--- src/rtl/cpu_pkg.sv ---
//==============================================================================
// Module      : cpu_pkg
// Description : Shared constants, instruction field layout and fetch state
//               encoding for the 16-bit RISC core.
// Revision    : 1.0 - initial release
//==============================================================================
`default_nettype none

package cpu_pkg;

    localparam int ADDR_W_DEF  = 4;
    localparam int INSTR_W_DEF = 16;

    // Instruction field positions: opcode | rs | rt | rd/imm
    localparam int OPCODE_MSB = 15;
    localparam int OPCODE_LSB = 12;
    localparam int RS_MSB     = 11;
    localparam int RS_LSB     = 8;
    localparam int RT_MSB     = 7;
    localparam int RT_LSB     = 4;
    localparam int RD_MSB     = 3;
    localparam int RD_LSB     = 0;

    localparam logic [3:0] OP_ADD   = 4'b0000;
    localparam logic [3:0] OP_SUB   = 4'b0001;
    localparam logic [3:0] OP_AND   = 4'b0010;
    localparam logic [3:0] OP_OR    = 4'b0011;
    localparam logic [3:0] OP_ADDI  = 4'b0100;
    localparam logic [3:0] OP_SLT   = 4'b0101;
    localparam logic [3:0] OP_LOAD  = 4'b0110;
    localparam logic [3:0] OP_STORE = 4'b0111;
    localparam logic [3:0] OP_BEQ   = 4'b1000;
    localparam logic [3:0] OP_JMP   = 4'b1001;

    localparam logic [15:0] HALT_INSTR = 16'h0000;

    typedef enum logic [0:0] {
        ST_RUN  = 1'b0,
        ST_HALT = 1'b1
    } fetch_state_t;

    function automatic logic [3:0] get_opcode(input logic [15:0] instr);
        return instr[OPCODE_MSB:OPCODE_LSB];
    endfunction

endpackage

`default_nettype wire

--- src/rtl/program_counter.sv ---
//==============================================================================
// Module      : program_counter
// Description : Program counter register with async reset, target load,
//               wrap-around increment and hold.
// Revision    : 1.0 - initial release
//==============================================================================
`default_nettype none

module program_counter
    import cpu_pkg::*;
#(
    parameter int ADDR_W = ADDR_W_DEF
) (
    input  logic              clk,
    input  logic              rst,
    input  logic              load_en,
    input  logic [ADDR_W-1:0] load_addr,
    input  logic              inc_en,
    output logic [ADDR_W-1:0] pc
);

    logic [ADDR_W-1:0] r_pc;

    // Load beats increment; the add wraps naturally at 2^ADDR_W.
    always_ff @(posedge clk or posedge rst) begin
        if (rst) begin
            r_pc <= '0;
        end else if (load_en) begin
            r_pc <= load_addr;
        end else if (inc_en) begin
            r_pc <= r_pc + ADDR_W'(1);
        end
    end

    assign pc = r_pc;

endmodule

`default_nettype wire

--- src/rtl/fetch_unit.sv ---
//==============================================================================
// Module      : fetch_unit
// Description : Instruction-fetch stage: owns the PC, reads the combinational
//               instruction memory and feeds decode through the IF/ID register.
//               Optional HALT detection is enabled with macro FETCH_HALT_EN.
// Revision    : 1.0 - initial release
//==============================================================================
`default_nettype none

module fetch_unit
    import cpu_pkg::*;
#(
    parameter int ADDR_W  = ADDR_W_DEF,
    parameter int INSTR_W = INSTR_W_DEF
) (
    input  logic               clk,
    input  logic               rst,
    output logic [ADDR_W-1:0]  imem_addr,
    input  logic [INSTR_W-1:0] imem_instr,
    input  logic               redirect_valid,
    input  logic [ADDR_W-1:0]  redirect_addr,
    output logic               if_valid,
    output logic [INSTR_W-1:0] if_instr,
    output logic [ADDR_W-1:0]  if_pc,
    input  logic               id_ready,
    output logic               halted
);

    fetch_state_t       r_state;
    fetch_state_t       w_state_nxt;
    logic               r_if_valid;
    logic [INSTR_W-1:0] r_if_instr;
    logic [ADDR_W-1:0]  r_if_pc;
    logic [ADDR_W-1:0]  w_pc;
    logic               w_load;
    logic               w_is_halt;
    logic               w_capture;
    logic               w_pc_inc;
    logic               w_valid_nxt;

    program_counter #(
        .ADDR_W (ADDR_W)
    ) u_pc (
        .clk       (clk),
        .rst       (rst),
        .load_en   (redirect_valid),
        .load_addr (redirect_addr),
        .inc_en    (w_pc_inc),
        .pc        (w_pc)
    );

    assign w_load = !r_if_valid || id_ready;

`ifdef FETCH_HALT_EN
    assign w_is_halt = (imem_instr == INSTR_W'(HALT_INSTR));
`else
    assign w_is_halt = 1'b0;
`endif

    always_ff @(posedge clk or posedge rst) begin
        if (rst) begin
            r_state <= ST_RUN;
        end else begin
            r_state <= w_state_nxt;
        end
    end

    always_comb begin
        w_state_nxt = r_state;
        w_capture   = 1'b0;
        w_pc_inc    = 1'b0;
        w_valid_nxt = r_if_valid;
        case (r_state)
            ST_RUN: begin
                if (w_load) begin
                    if (w_is_halt) begin
                        // The HALT word is swallowed and the PC parks on it.
                        w_state_nxt = ST_HALT;
                        w_valid_nxt = 1'b0;
                    end else begin
                        w_capture   = 1'b1;
                        w_pc_inc    = 1'b1;
                        w_valid_nxt = 1'b1;
                    end
                end
            end
            ST_HALT: begin
                w_valid_nxt = 1'b0;
            end
            default: begin
                w_state_nxt = ST_RUN;
                w_valid_nxt = 1'b0;
            end
        endcase
        // Redirect drops the in-flight instruction even on a transfer cycle.
        if (redirect_valid) begin
            w_state_nxt = ST_RUN;
            w_capture   = 1'b0;
            w_pc_inc    = 1'b0;
            w_valid_nxt = 1'b0;
        end
    end

    always_ff @(posedge clk or posedge rst) begin
        if (rst) begin
            r_if_valid <= 1'b0;
            r_if_instr <= '0;
            r_if_pc    <= '0;
        end else begin
            r_if_valid <= w_valid_nxt;
            if (w_capture) begin
                r_if_instr <= imem_instr;
                r_if_pc    <= w_pc;
            end
        end
    end

    assign imem_addr = w_pc;
    assign if_valid  = r_if_valid;
    assign if_instr  = r_if_instr;
    assign if_pc     = r_if_pc;

`ifdef FETCH_HALT_EN
    assign halted = (r_state == ST_HALT);
`else
    assign halted = 1'b0;
`endif

endmodule

`default_nettype wire

--- config.mk ---
export PLATFORM = sky130hd
export DESIGN_NAME = fetch_unit
export DESIGN_NICKNAME = d
export VERILOG_FILES = /design/src/rtl/cpu_pkg.sv /design/src/rtl/program_counter.sv /design/src/rtl/fetch_unit.sv
export SDC_FILE = /design/constraint.sdc
export NUM_CORES = 1
export LEC_CHECK = 0
export ABC_AREA = 1
export CORE_MARGIN = 2
export CORE_UTILIZATION = 30
export CTS_CLUSTER_SIZE = 10
export DETAILED_ROUTE_END_ITERATION = 12
export SYNTH_ARGS = -nofsm -noshare
export SYNTH_HDL_FRONTEND = slang
export SYNTH_SLANG_ARGS = --single-unit
--- constraint.sdc ---
create_clock -name clk -period 2 [get_ports clk]
set_clock_uncertainty 0.1 [all_clocks]
set_input_delay 0.4 -clock clk [delete_from_list [all_inputs] [get_ports clk]]
set_output_delay 0.4 -clock clk [all_outputs]
set_load 0.01 [all_outputs]
### Yosys cells after proc, flatten, opt, wreduce, memory -nomap -nowiden

Index checks and enable logic that the tools add are counted.

| word-level totals | value |
|---|---|
| ROM bits | 0 |
| memories kept | 0 |
| input bits | 24 |
| bits in latches | 0 |
| memory bits (writable) | 0 |
| word-level logic and storage cells | 21 |
| bits in registers | 26 |
| output and inout bits | 26 |

| operators by class | value |
|---|---|
| bitwise logic cells | 1 |
| reduce and logical (&&, ||, !) cells | 3 |
| multiplexer cells | 10 |
| $mul | 0 |
| add/subtract/negate cells | 1 |
| shift operators | 0 |
| magnitude comparators | 0 |
| divide/modulo/power cells | 0 |
| equal/unequal tests | 1 |

Operator list:

| cell | number |
|---|---|
| $mux 4 | 2 |
| $mux 1 | 7 |
| $add 4x1->4 const B | 1 |
| $ne 3x3->1 const B | 1 |
| $pmux 1 s2 | 1 |
| $reduce_bool 2->1 | 1 |
| $logic_not 1->1 | 1 |
| $logic_or 1x1->1 | 1 |
| $not 1->1 | 1 |

### Longest topological paths before layout

| logic depth | value |
|---|---|
| word-level depth | 7 |
| gate-level depth with buffers | 6 |

### Cells and area by module

From an unflattened synthesis, not the netlist that was laid out.

| second synthesis, totals | value |
|---|---|
| cell total of the unflattened synthesis | 123 |
| area total of the unflattened synthesis | 1097.3 µm² |

Modules (own cells, without submodules):

| module | cells an instance | area an instance (µm²) | times used | seq. area each (µm²) |
|---|---|---|---|---|
| fetch_unit | 95 | 873.3 | 1 | 525.5 |
| program_counter | 28 | 224.0 | 1 | 100.1 |

### Worst setup path before layout

Ideal clock, no wire load.

| timing path | value |
|---|---|
| path kind | flip-flop to flip-flop |
| from | register u_pc.r_pc[0], in the netlist u_pc.pc[0] |
| to | register u_pc.r_pc[1], in the netlist u_pc.pc[1] |
| period minus slack after synthesis | 1162 ps |
| library setup time | 126 ps |
| path buffers | 0 |
| required time | 1774 ps |
| slack | 838 ps |
| arrival | 936 ps |
| cell stages (with the launch flop) | 6 |
| path through | dfrtp_1 ha_1 nand2_1 nand2_1 nand2_1 o21ai_0 |

| on the way | value |
|---|---|
| longest elaborated chain between the ends | 3 |

RTL lines:

| item | line | source |
|---|---|---|
| from (decl) | program_counter.sv:22 | `logic [ADDR_W-1:0] r_pc;` |
| from (signal assigned) | program_counter.sv:29 | `r_pc <= load_addr;` |
| from (signal assigned) | program_counter.sv:31 | `r_pc <= r_pc + ADDR_W'(1);` |
| $add 4x1->4 | program_counter.sv:31 |  |
| $mux 4 | program_counter.sv:30 | `end else if (inc_en) begin` |
| $mux 4 | program_counter.sv:28 | `end else if (load_en) begin` |

Every way passes these cells. The select of a mux whose other input is x is not followed.
A chain may end at the register's enable or synchronous reset.

### Worst setup path in the final report

| timing path | value |
|---|---|
| from | register u_pc.r_pc[0], in the netlist u_pc.pc[0] |
| to | output imem_addr[0] |

RTL lines:

| item | line | source |
|---|---|---|
| to (decl) | fetch_unit.sv:18 | `output logic [ADDR_W-1:0] imem_addr,` |

No word-level cell between the ends.

==> key figures <==
CTS
  • CTS Hold Buffers Added: 0
  • CTS root buf: clkbuf_4
  • TritonCTS clock tree: built
  • H-tree depth: 1
  • Latest clock arrival within the worst-skew pair: between 300 and 400 ps
  • CTS Sinks: 25
  • CTS clk-pin slew, worst paths: approximately 130 ps
  • Total CTS buffers: 3
  • Post-cts sizing count: 0
  • # Post-CTS Setup Buffers: 0
  • Clock buffer depth: 2

Floorplan
  • IO Count: 50
  • Core Rows: 21
  • Die width: 64.13 microns
  • Initial Utilization: 0.3176
  • Die Span Y: 64.13 microns
  • Die area: a little over 0.004 sq mm
  • Area of the core: ~0.0034 sq mm

Synth
  • Mapped Avg Cell Area: approximately 8.7 sq um
  • Top cell type's share of synthesized area: 0.5767
  • Most area-hungry cell type in the Yosys netlist: dfrtp_1
  • Distinct cells, synth: 16
  • Post-Syn Area: ~0.0011 sq mm
  • Synth warnings: 0
  • Post-synthesis net count: 150
  • Instance count of the mapped netlist: 125
  • Top post-synthesis cells by area: dfrtp_1, nand2_1, inv_1
  • FF+latch count, synth: 25
  • Sequential area share after synthesis: 0.5767

GRT
  • Vias in the first global route: 855
  • Met1 Usage GRT: 0.1700
  • Gr usage total: 0.1198
  • Global-route wire length before repair: about 4000 microns
  • Layer with the highest usage: met2
  • Largest net degree at the start of global routing: 26
  • Initial antenna violation count: 0
  • Congestion Overflow GR: 0
  • Met2 usage: 0.1888
  • Global Route met3 Usage: 0.02641

STA
  • Setup-failing EPs final: 0
  • Final slew viol count: 0
  • Endpoints failing hold: 0
  • Final critical-path share of the clock period: 0.9363
  • RSZ-0062 raised after global routing: no
  • Fin crit period: 1873 ps
  • Max Freq: 534.0 MHz
  • Setup_tns: 0 ps

Place
  • I/O Buffers: 48
  • Placer Congestion: 0.8249
  • Dpl hpwl: about 1800 microns

Worst setup path
  • Setup CP Type: reg2out
  • Worst R2R Setup Slack: a little over 700 ps
  • CP Capture Type: primary output
  • Crit path required time: around 1500 ps
  • Critical path's top delay family: buffers and inverters
  • Startpoint Class: register
  • CP Launch Point: u_pc.pc[0]
  • Worst reg2reg path depth: 3
  • Critical path, cell by cell: clkdlybuf4s50_1
  • R2r endpoint: u_pc.pc[3]
  • Slowest cell on crit path: clkdlybuf4s50_1
  • CP peak stage delay: a little under 600 ps
  • Critical R2R Launch: if_valid
  • CP max FO: 6
  • Buffers & Inverters on Critical Path: 1
  • Worst EP arrival: approximately 1400 ps

Layout
  • Commonest non-fill, non-tap cells in the layout: nand2_1, clkdlybuf4s50_1, dfrtp_1
  • Share of layout cells above drive strength 1: 0.05172
  • Fill cell count: 343
  • Antenna diodes: 0
  • Final core utilization: 0.4703
  • Most common cell after layout, fill and taps aside: nand2_1
  • Area grow syn2layout: 48.10%
  • Final net count: 200

Power and ir drop
  • Max IR drop VDD: about 0.00024 V
  • Power, Total: ~1.2 mW
  • PD cells: 722.8 mW/mm^2
  • Lkg Pwr: just under 0.8 nW

Route
  • Final wirelength: roughly 2500 microns
  • DR pass1 iterations: 4
  • DR DRC count: 0
  • Vias/cell: about 4.2
  • Vias: 918
  • WL per Instance: between 10 and 15 microns
  • Iteration-0 DRC Markers: 30
  • DRT antenna net count: 0

Worst hold path
  • Worst hold path class: in2async

Run
  • Max-cap violations: 0

Outcome
  • Status: finished clean
==> how the worst max path moves through the flow <==
stage                         endpoint  slack [ps]  depth (start not counted)
after floorplan             u_pc.pc[1]         840                          5
after detailed placement    u_pc.pc[3]         200                          4
after global routing      imem_addr[0]          60                          1
after global placement      u_pc.pc[3]         240                          4
final                     imem_addr[0]         130                          1
after CTS                 imem_addr[0]         110                          1
==> Yosys cell counts, drive strengths merged <==
cell / number
nand2: 70
dfrtp: 25
inv: 10
nand3: 5
o21ai: 5
buf: 4
nor2: 2
a21oi: 1
conb: 1
ha: 1
nand4: 1
==> layer usage <==
layer | vias to the layer above | routed length [microns]
met5 | - | 0
met4 | 0 | 0
met3 | 0 | 180
met2 | 36 | 1084
met1 | 406 | 1213
li1 | 476 | -
==> layout make-up <==
type                            instances  area [sq um]  area share
Sequential cell                        25         625.6      0.3894
Timing Repair Buffer                   49         488.0      0.3037
Multi-Input combinational cell         86         371.6      0.2313
Tap cell                               46         57.56     0.03583
Inverter                               10         37.54     0.02336
Clock buffer                            4         26.28     0.01636
==> state kept, by name, indices dropped and copies added, names as in the netlist <==
register  count
if_valid      1
if_pc         4
u_pc.pc       4
if_instr     16
==> stage by stage <==
stage / hold WS [ps] / instance area, sq um / setup WS (ps) / instances
after CTS: 335.3 / 1607 / 108.6 / 220
after detailed placement: 369.5 / 1580 / 200.6 / 216
final: 324.9 / 1607 / 127.5 / 220
after global routing: 355.6 / 1607 / 59.78 / 220
after floorplan: 327.3 / 1085 / 838.4 / 125
after global placement: 365.4 / 1580 / 236.8 / 216
==> report_power, final <==
part	internal [mW]	switching, mW	total, mW
sequential	0.568	0.0476	0.616
combinational	0.186	0.141	0.326
clock	0.0778	0.142	0.220
total	0.831	0.330	1.16
==> cell families (layout without fill, tap and decap cells) <==
logic type / count (synthesis) / count (layout) / synth area share
compound gates: 6 / 6 / 0.03806
fa+ha+maj: 1 / 1 / 0.01153
buf+inv: 14 / 63 / 0.08073
flops: 25 / 25 / 0.5767
other cells: 1 / 1 / 0.003457
simple gates: 78 / 78 / 0.2895
No activity file was read; power rests on OpenSTA's default activity.
